File: src/rtl/matmul_sequencer.sv
// Tile-command sequencer for an HxH multiply array; first LOAD_A issues two cycles after the start edge.
// Each command holds until cmd_ready_i; defining MATMUL_SEQ_PERF_EN builds the job cycle counter on cycles_o.
module matmul_sequencer #(
  parameter int ARRAY_HEIGHT = 16
) (
  input  logic        pclk,
  input  logic        preset_n,
  input  logic        start_i,
  input  logic [15:0] matrix_a_addr_i,
  input  logic [15:0] matrix_b_addr_i,
  input  logic [15:0] matrix_c_addr_i,
  input  logic [15:0] m_i,
  input  logic [15:0] n_i,
  input  logic [15:0] p_i,
  output logic        cmd_valid_o,
  input  logic        cmd_ready_i,
  output logic [1:0]  cmd_op_o,
  output logic [15:0] cmd_addr_o,
  output logic [15:0] cmd_stride_o,
  output logic        acc_clear_o,
  input  logic        array_busy_i,
  output logic        busy_o,
  output logic        end_o,
  output logic [31:0] cycles_o
);

  localparam int              LG     = $clog2(ARRAY_HEIGHT);
  localparam logic [15:0]     H16    = 16'(ARRAY_HEIGHT);
  localparam logic [LG-1:0]   R_LAST = LG'(ARRAY_HEIGHT - 1);

  typedef enum logic [2:0] {
    S_IDLE, S_CLEAR, S_LOAD_A, S_LOAD_B, S_DRAIN, S_STORE, S_DONE
  } state_t;

  state_t        r_state, w_next;
  logic          r_start_q, r_zero_wait;
  logic [15:0]   r_n, r_p, r_hn, r_hp, r_mt, r_pt;
  logic [15:0]   r_ti, r_tj, r_k;
  logic [LG-1:0] r_r;
  logic [15:0]   r_b_base, r_a_tile, r_c_tile, r_tj_off;
  logic [15:0]   r_a_ptr, r_b_ptr, r_c_ptr;

  logic          w_start_edge, w_zero_dim, w_accept;
  logic          w_k_last, w_r_last, w_tj_last, w_ti_last;
  logic [16:0]   w_m_round, w_p_round;

  assign w_start_edge = start_i & ~r_start_q;
  assign w_zero_dim   = (m_i == 16'd0) | (n_i == 16'd0) | (p_i == 16'd0);
  assign w_accept     = cmd_valid_o & cmd_ready_i;
  assign w_k_last     = (r_k == r_n - 16'd1);
  assign w_r_last     = (r_r == R_LAST);
  assign w_tj_last    = (r_tj == r_pt - 16'd1);
  assign w_ti_last    = (r_ti == r_mt - 16'd1);
  // Partial edge tiles are issued as whole tiles; the memory side masks them.
  assign w_m_round    = {1'b0, m_i} + 17'(ARRAY_HEIGHT - 1);
  assign w_p_round    = {1'b0, p_i} + 17'(ARRAY_HEIGHT - 1);

  always_ff @(posedge pclk or negedge preset_n) begin
    if (!preset_n) r_state <= S_IDLE;
    else           r_state <= w_next;
  end

  always_comb begin
    w_next = r_state;
    case (r_state)
      S_IDLE:   if (w_start_edge) w_next = w_zero_dim ? S_DONE : S_CLEAR;
      S_CLEAR:  w_next = S_LOAD_A;
      S_LOAD_A: if (w_accept) w_next = S_LOAD_B;
      S_LOAD_B: if (w_accept) w_next = w_k_last ? S_DRAIN : S_LOAD_A;
      S_DRAIN:  if (!array_busy_i) w_next = S_STORE;
      S_STORE:  if (w_accept && w_r_last) w_next = (w_ti_last && w_tj_last) ? S_DONE : S_CLEAR;
      S_DONE:   if (!r_zero_wait) w_next = S_IDLE;
      default:  w_next = S_IDLE;
    endcase
  end

  always_comb begin
    cmd_valid_o  = 1'b0;
    cmd_op_o     = 2'd0;
    cmd_addr_o   = r_a_ptr;
    cmd_stride_o = r_n;
    acc_clear_o  = 1'b0;
    busy_o       = (r_state != S_IDLE);
    end_o        = 1'b0;
    case (r_state)
      S_CLEAR:  acc_clear_o = 1'b1;
      S_LOAD_A: begin
        cmd_valid_o  = 1'b1;
        cmd_op_o     = 2'd0;
        cmd_addr_o   = r_a_ptr;
        cmd_stride_o = r_n;
      end
      S_LOAD_B: begin
        cmd_valid_o  = 1'b1;
        cmd_op_o     = 2'd1;
        cmd_addr_o   = r_b_ptr;
        cmd_stride_o = 16'd1;
      end
      S_STORE: begin
        cmd_valid_o  = 1'b1;
        cmd_op_o     = 2'd2;
        cmd_addr_o   = r_c_ptr;
        cmd_stride_o = 16'd1;
      end
      S_DONE:   end_o = ~r_zero_wait;
      default:  ;
    endcase
  end

  // A zero-size job spends one extra DONE cycle so its end pulse lands where a real job's first LOAD_A would.
  always_ff @(posedge pclk or negedge preset_n) begin
    if (!preset_n) begin
      r_start_q   <= 1'b0;
      r_zero_wait <= 1'b0;
      r_n         <= '0;
      r_p         <= '0;
      r_hn        <= '0;
      r_hp        <= '0;
      r_mt        <= '0;
      r_pt        <= '0;
      r_ti        <= '0;
      r_tj        <= '0;
      r_k         <= '0;
      r_r         <= '0;
      r_b_base    <= '0;
      r_a_tile    <= '0;
      r_c_tile    <= '0;
      r_tj_off    <= '0;
      r_a_ptr     <= '0;
      r_b_ptr     <= '0;
      r_c_ptr     <= '0;
    end else begin
      r_start_q <= start_i;
      case (r_state)
        S_IDLE: if (w_start_edge) begin
          r_n         <= n_i;
          r_p         <= p_i;
          r_hn        <= n_i << LG;
          r_hp        <= p_i << LG;
          r_mt        <= 16'(w_m_round >> LG);
          r_pt        <= 16'(w_p_round >> LG);
          r_b_base    <= matrix_b_addr_i;
          r_a_tile    <= matrix_a_addr_i;
          r_c_tile    <= matrix_c_addr_i;
          r_tj_off    <= '0;
          r_ti        <= '0;
          r_tj        <= '0;
          r_k         <= '0;
          r_r         <= '0;
          r_zero_wait <= w_zero_dim;
        end
        S_CLEAR: begin
          r_a_ptr <= r_a_tile;
          r_b_ptr <= r_b_base + r_tj_off;
          r_c_ptr <= r_c_tile + r_tj_off;
        end
        S_LOAD_B: if (w_accept) begin
          r_a_ptr <= r_a_ptr + 16'd1;
          r_b_ptr <= r_b_ptr + r_p;
          r_k     <= w_k_last ? 16'd0 : r_k + 16'd1;
        end
        S_STORE: if (w_accept) begin
          r_c_ptr <= r_c_ptr + r_p;
          r_r     <= w_r_last ? '0 : r_r + LG'(1);
          if (w_r_last) begin
            if (w_tj_last) begin
              r_tj     <= '0;
              r_tj_off <= '0;
              r_ti     <= r_ti + 16'd1;
              r_a_tile <= r_a_tile + r_hn;
              r_c_tile <= r_c_tile + r_hp;
            end else begin
              r_tj     <= r_tj + 16'd1;
              r_tj_off <= r_tj_off + H16;
            end
          end
        end
        S_DONE:  r_zero_wait <= 1'b0;
        default: ;
      endcase
    end
  end

`ifdef MATMUL_SEQ_PERF_EN
  logic [31:0] r_cycles;

  always_ff @(posedge pclk or negedge preset_n) begin
    if (!preset_n)                               r_cycles <= '0;
    else if (r_state == S_IDLE && w_start_edge)  r_cycles <= '0;
    else if (busy_o && r_cycles != 32'hFFFF_FFFF) r_cycles <= r_cycles + 32'd1;
  end

  assign cycles_o = r_cycles;
`else
  assign cycles_o = 32'd0;
`endif

endmodule

File: config.mk
export PLATFORM = sky130hd
export DESIGN_NAME = matmul_sequencer
export DESIGN_NICKNAME = d
export VERILOG_FILES = /design/src/rtl/matmul_sequencer.sv
export SDC_FILE = /design/constraint.sdc
export NUM_CORES = 1
export LEC_CHECK = 0
export CAP_MARGIN = 20
export CORE_MARGIN = 2
export CORE_UTILIZATION = 55
export DETAILED_ROUTE_END_ITERATION = 10
export PLACE_DENSITY = 0.83
export RECOVER_POWER = 100
export SETUP_SLACK_MARGIN = 0.05
export SLEW_MARGIN = 40
export SYNTH_ARGS = -nofsm -noshare
export SYNTH_HDL_FRONTEND = slang
export SYNTH_SLANG_ARGS = --single-unit
File: constraint.sdc
create_clock -name pclk -period 4.3 [get_ports pclk]
set_input_delay 0.43 -clock pclk [delete_from_list [all_inputs] [get_ports pclk]]
set_output_delay 0.43 -clock pclk [all_outputs]
set_load 0.01 [all_outputs]
---- Yosys cells after proc, flatten, opt, wreduce, memory -nomap -nowiden ----
Index checks and enable logic that the tools add are counted.
cells by class
  add/subtract/negate cells ............... 17
  eq/ne operators ......................... 19
  muxes and demuxes ....................... 54
  bitwise logic cells ..................... 6
  reduce and logical (&&, ||, !) cells .... 23
operators with widths
  cell                   count
  $mux 16                24
  $pmux 16 s2            10
  $add 16x16->16         6
  $add 16x1->16 const B  4
  $eq 16x16->1           3
  $logic_not 16->1       3
  $add 16x4->17 const B  2
  $sub 13x1->14 const B  2
  $mux 3                 9
  $pmux 3 s7             1
  $ne 2x2->1 const B     9
  $add 16x5->16 const B  1
  $sub 16x1->16 const B  1
  $mux 4                 3
  $reduce_bool 2->1      5
  $eq 3x3->1 const B     3
  $pmux 4 s2             1
  $reduce_and 2->1       4
  $eq 3x2->1 const B     2
  $reduce_and 3->1       2
  $reduce_and 6->1       1
  $reduce_and 5->1       1
  $add 4x1->4 const B    1
  $eq 4x4->1 const B     1
  other kinds (13)       20
word-level totals
  flip-flop bits (word level) ............. 251
  output and inout port bits .............. 70
  logic and storage cells ................. 139

---- Depth between registers and ports, before layout ----
  word-level depth ........................ 7
  depth in mapped cells ................... 12
  depth with buffers taken out ............ 11

---- Worst setup path after synthesis ----
Ideal clock, no wire load.
  path type ............................... reg2reg
  start point ............................. reg r_pt[0]
  end point ............................... reg r_ti[4]
  library setup time ...................... 0.119 ns
  arrival ................................. 3.019 ns
  data required time ...................... 4.181 ns
  path slack .............................. 1.162 ns
  stages on the path, launching flop included .. 13
  path through ............................ dfrtp_1 -> inv_1 -> ha_1 -> or4b_1 -> buf_2 -> or4_4 -> a211oi_2 -> or3_4 -> o2111a_1 -> o2111a_1 -> buf_2 -> a21oi_1 -> o21a_1
between the ends
  word-level cells in the longest chain between the ends .. 4
ends and longest elaborated chain
  what                               line  RTL
  start, declared                    37    logic [15:0] r_n, r_p, r_hn, r_hp, r_mt, r_pt;
  start signal, assigned             141   r_pt <= 16'(w_p_round >> LG);
  $sub 13x1->14                      52    assign w_tj_last = (r_tj == r_pt - 16'd1);
  $eq 16x16->1                       52
  $ne 2x2->1 (no source line)        -
  $reduce_and 5->1 (no source line)  -
  end signal, assigned               169   r_ti <= r_ti + 16'd1;
  end, declared                      38    logic [15:0] r_ti, r_tj, r_k;
No other way between the ends.
A chain may end at the register's enable or synchronous reset.

---- Worst setup path after layout ----
  start point ............................. reg r_state[2]
  end point ............................... out cmd_addr_o[13]
between the ends
  word-level cells in the longest chain between the ends .. 2
  elaborated cells on any way between the ends .. 3
  classes of those cells .................. eq/ne: 2; mux: 1
ends and longest elaborated chain
  what                                      line  RTL
  start, declared                           35    state_t r_state, w_next;
  start signal, assigned                    60    else r_state <= w_next;
  $eq 3x3->1 or $eq 3x2->1 (tied branches)  85    case (r_state)
  $pmux 16 s2 (*)                           85
  end, declared                             18    output logic [15:0] cmd_addr_o,
Every way passes the cells marked *; elsewhere a longest branch is shown, timed or not.

==> results.py <==
metrics = {
    "sta": {
        "setup_ws_ps": 394,
        "final-hold-violation-count": 0,
        "whs_ps": 402,
        "slew-limit-headroom": -0.554,
        "rsz0062_at_grt": "false",
        "worst_pin_slew_ps": 2330,
        "maxSlewViolCount": 184,
        "skew_ps": 20.9,
        "period_needed_ps": 3910,
        "fin_crit_sh": 0.908,
        "finalSetupTns_ps": 0,
        "fmax_ghz": 0.256,
        "finalSetupViolCount": 0,
    },
    "synthesis": {
        "syn_area_mm2": 0.0157,
        "synth.distinct_cells": 77,
        "synth_area_per_cell_um2": 8.05,
        "ys_seq_area_frac": 0.357,
        "synthCells": 1945,
        "synth-edff-count": 0,
        "async_flop_share": 1.00,
        "synth-main-ff-cell": "dfrtp_1",
        "ys_ff_latch": 223,
        "yosysWarnings": 0,
    },
    "power": {
        "seqPwrFrac": 0.340,
        "pwr-share-comb": 0.452,
        "p_switching_mw": 4.42,
        "power_leakage_nw": 8.15,
        "switching_share": 0.415,
        "ir_worst_vdd_uv": 324,
        "powerDensity_mw_per_mm2": 590,
        "p_clk_frac": 0.207,
        "p_int_mw": 6.22,
    },
    "layout": {
        "diodes": 0,
        "final_cell_mix": "nand2_1, dfrtp_1, nor2_1, o21ai_0, a21oi_1",
        "area_growth_pct": 15.3,
        "multi_input_area_mm2": 0.00940,
        "fillers": 2356,
        "seqCellArea_mm2": 0.00558,
        "drive_gt1_frac": 0.0419,
        "final_cells": 2432,
        "final_common_cell": "nand2_1",
        "nets": 2225,
    },
    "detailed_routing": {
        "vias_per_cell": 6.02,
        "via_count": 14600,
        "routedWlPerCell_um": 18.1,
        "drcViolationCount": 0,
        "dr.pass1.iters": 7,
        "ant_nets": 0,
        "drt-total-wl_mm": 44.0,
        "dr.first_iter.drc_count": 1299,
    },
    "global_routing": {
        "grt_usage": 0.289,
        "grt_first_pass_wirelength_mm": 71.3,
        "antenna_found_initial": 0,
        "grt_start_max_net_pins": 103,
        "grt_overflow_total": 0,
        "grt_pass1_vias": 14100,
    },
    "worst_setup_path": {
        "crit_chain": "nand3_2, inv_1, buf_12, nor2_1, buf_4, nand2_1, nand2_1, dlygate4sd3_1",
        "crit_required_ps": 3870,
        "arrival_ps": 3480,
        "crit_type": "reg -> out",
        "cp_max_fo": 64,
        "crit_slowest_cell": "dfrtp_1",
        "cp_slowest_stage_delay_ps": 810,
        "endpoint_kind": "output pin",
        "critPathLaunchType": "flip-flop",
        "cpMostUsedCell": "nand2_1",
    },
    "die": {
        "rows": 61,
        "die_w_um": 173,
        "fp.dieH_um": 173,
        "dieArea_mm2": 0.0298,
        "core_area_mm2": 0.0279,
        "initial_core_util": 0.560,
        "ios": 171,
    },
    "clock_tree": {
        "clkSinkCount": 223,
        "insertion_delay_ps": 550,
        "h-tree-depth": 1,
        "cts_tree": "yes",
        "cts_max_path_buffers": 3,
        "root_buffer": "clkbuf_16",
        "cts_resized": 0,
        "numCtsBuffers": 26,
        "clk_pin_slew_ps": 70,
        "ctsHoldBuffers": 1,
        "postCtsSetupBuffers": 0,
    },
    "placement": {
        "post-place-ws_ps": 712,
        "hpwl_mm": 31.8,
        "place_congestion": 0.927,
        "placed_cells": 2386,
        "io_buffers": 138,
    },
    "status": {
        "violations": "capacitance limit, slew limit",
        "outcome": "finished with violations",
    },
    "flow_run": {
        "drv_cap": 3,
    },
    "min_path": {
        "hold_class": "in -> reg",
    },
}
[flip-flops by register name, indices dropped and copies added, names as in the netlist, 16 cells and up]
register,flops
r_b_ptr,16
r_a_ptr,16
r_a_tile,16
r_n,16
r_c_ptr,16
r_b_base,16
r_p,16
r_k,16
r_tj,16
r_ti,16
r_c_tile,16
[synthesized netlist by cell type, types with 9 or more instances]
| cell | count | area, um2 |
|---|---|---|
| buf_4 | 32 | 240 |
| nor4_1 | 26 | 163 |
| dfrtp_1 | 223 | 5580 |
| o21ai_0 | 147 | 736 |
| clkbuf_1 | 70 | 263 |
| nand3_1 | 72 | 360 |
| nor2_1 | 155 | 582 |
| nor2b_1 | 13 | 81.3 |
| a21o_1 | 15 | 113 |
| nor3_1 | 59 | 295 |
| buf_1 | 14 | 52.6 |
| inv_1 | 54 | 203 |
| xor2_1 | 62 | 543 |
| nand4_1 | 27 | 169 |
| a22oi_1 | 23 | 173 |
| or4_1 | 9 | 67.6 |
| ha_1 | 83 | 1040 |
| and3_1 | 46 | 288 |
| nand2_1 | 372 | 1400 |
| a211oi_1 | 20 | 150 |
| nand2b_1 | 20 | 125 |
| o21a_1 | 19 | 143 |
| xnor2_1 | 94 | 823 |
| a31oi_1 | 19 | 119 |
| or3_1 | 14 | 87.6 |
| a21oi_1 | 109 | 546 |
[worst max-delay path: cells and delay by family, from the launching register on]
| family | cells | cell delay (ps) |
|---|---|---|
| AND/OR/NAND/NOR | 4 | 700 |
| buffers and inverters | 4 | 1410 |
| flip-flops | 1 | 810 |
[metrics by stage]
step	power, mW	utilization	cell area [um2]
after floorplan	6.92	-	15800
after global placement	8.17	0.617	17200
after detailed placement	8.39	0.618	17300
after CTS	10.6	0.648	18100
after global routing	11.4	0.646	18000
final	10.6	0.646	18000
[power by group through the flow]
| stage | sequential (mW) | combinational [mW] | clock [mW] |
|---|---|---|---|
| global route | 3.70 | 5.39 | 2.32 |
| CTS | 3.59 | 4.82 | 2.23 |
| global placement | 3.58 | 4.59 | 0 |
| floorplan | 3.23 | 3.69 | 0 |
| detailed placement | 3.61 | 4.78 | 0 |
| finish | 3.62 | 4.81 | 2.20 |
[cells by family after synthesis]
logic type / after synthesis / synth area share
simple gates: 859 / 0.254
compound gates: 434 / 0.174
flops: 223 / 0.357
buf+inv: 177 / 0.0507
xor+xnor: 156 / 0.0873
fa+ha+maj: 87 / 0.0715
mux: 8 / 0.00512
other cells: 1 / 0.000240
[worst paths after layout]
check | start | endpoint | slack, ps | depth (start not counted)
max | r_state[2] | cmd_addr_o[13] | 390 | 8
min | matrix_a_addr_i[0] | r_a_tile[0] | 400 | 3
max reg2reg | r_pt[0] | r_a_tile[6] | 500 | 11
min reg2reg | r_a_tile[3] | r_a_tile[3] | 480 | 2
max in group asynchronous | preset_n | r_b_base[1] | 1150 | 3
min in group asynchronous | preset_n | r_c_ptr[3] | 1160 | 2
[layout make-up]
| cell class | instances | share of cell area |
|---|---|---|
| tap | 378 | 0.0262 |
| inverter | 54 | 0.0112 |
| clock inverter | 10 | 0.00617 |
| timing repair buffer | 156 | 0.0858 |
| clock buffer | 35 | 0.0407 |
| sequential | 223 | 0.309 |
| multi-input combinational | 1576 | 0.521 |
[routing by layer]
metal	GRT usage	wire length (um)	share of wire
met2	0.472	20300	0.46
met4	0.121	2060	0.047
met3	0.0365	3060	0.070
met1	0.390	18600	0.42
met5	0	0	0
Note: power is estimated with default switching activity, not from simulation.
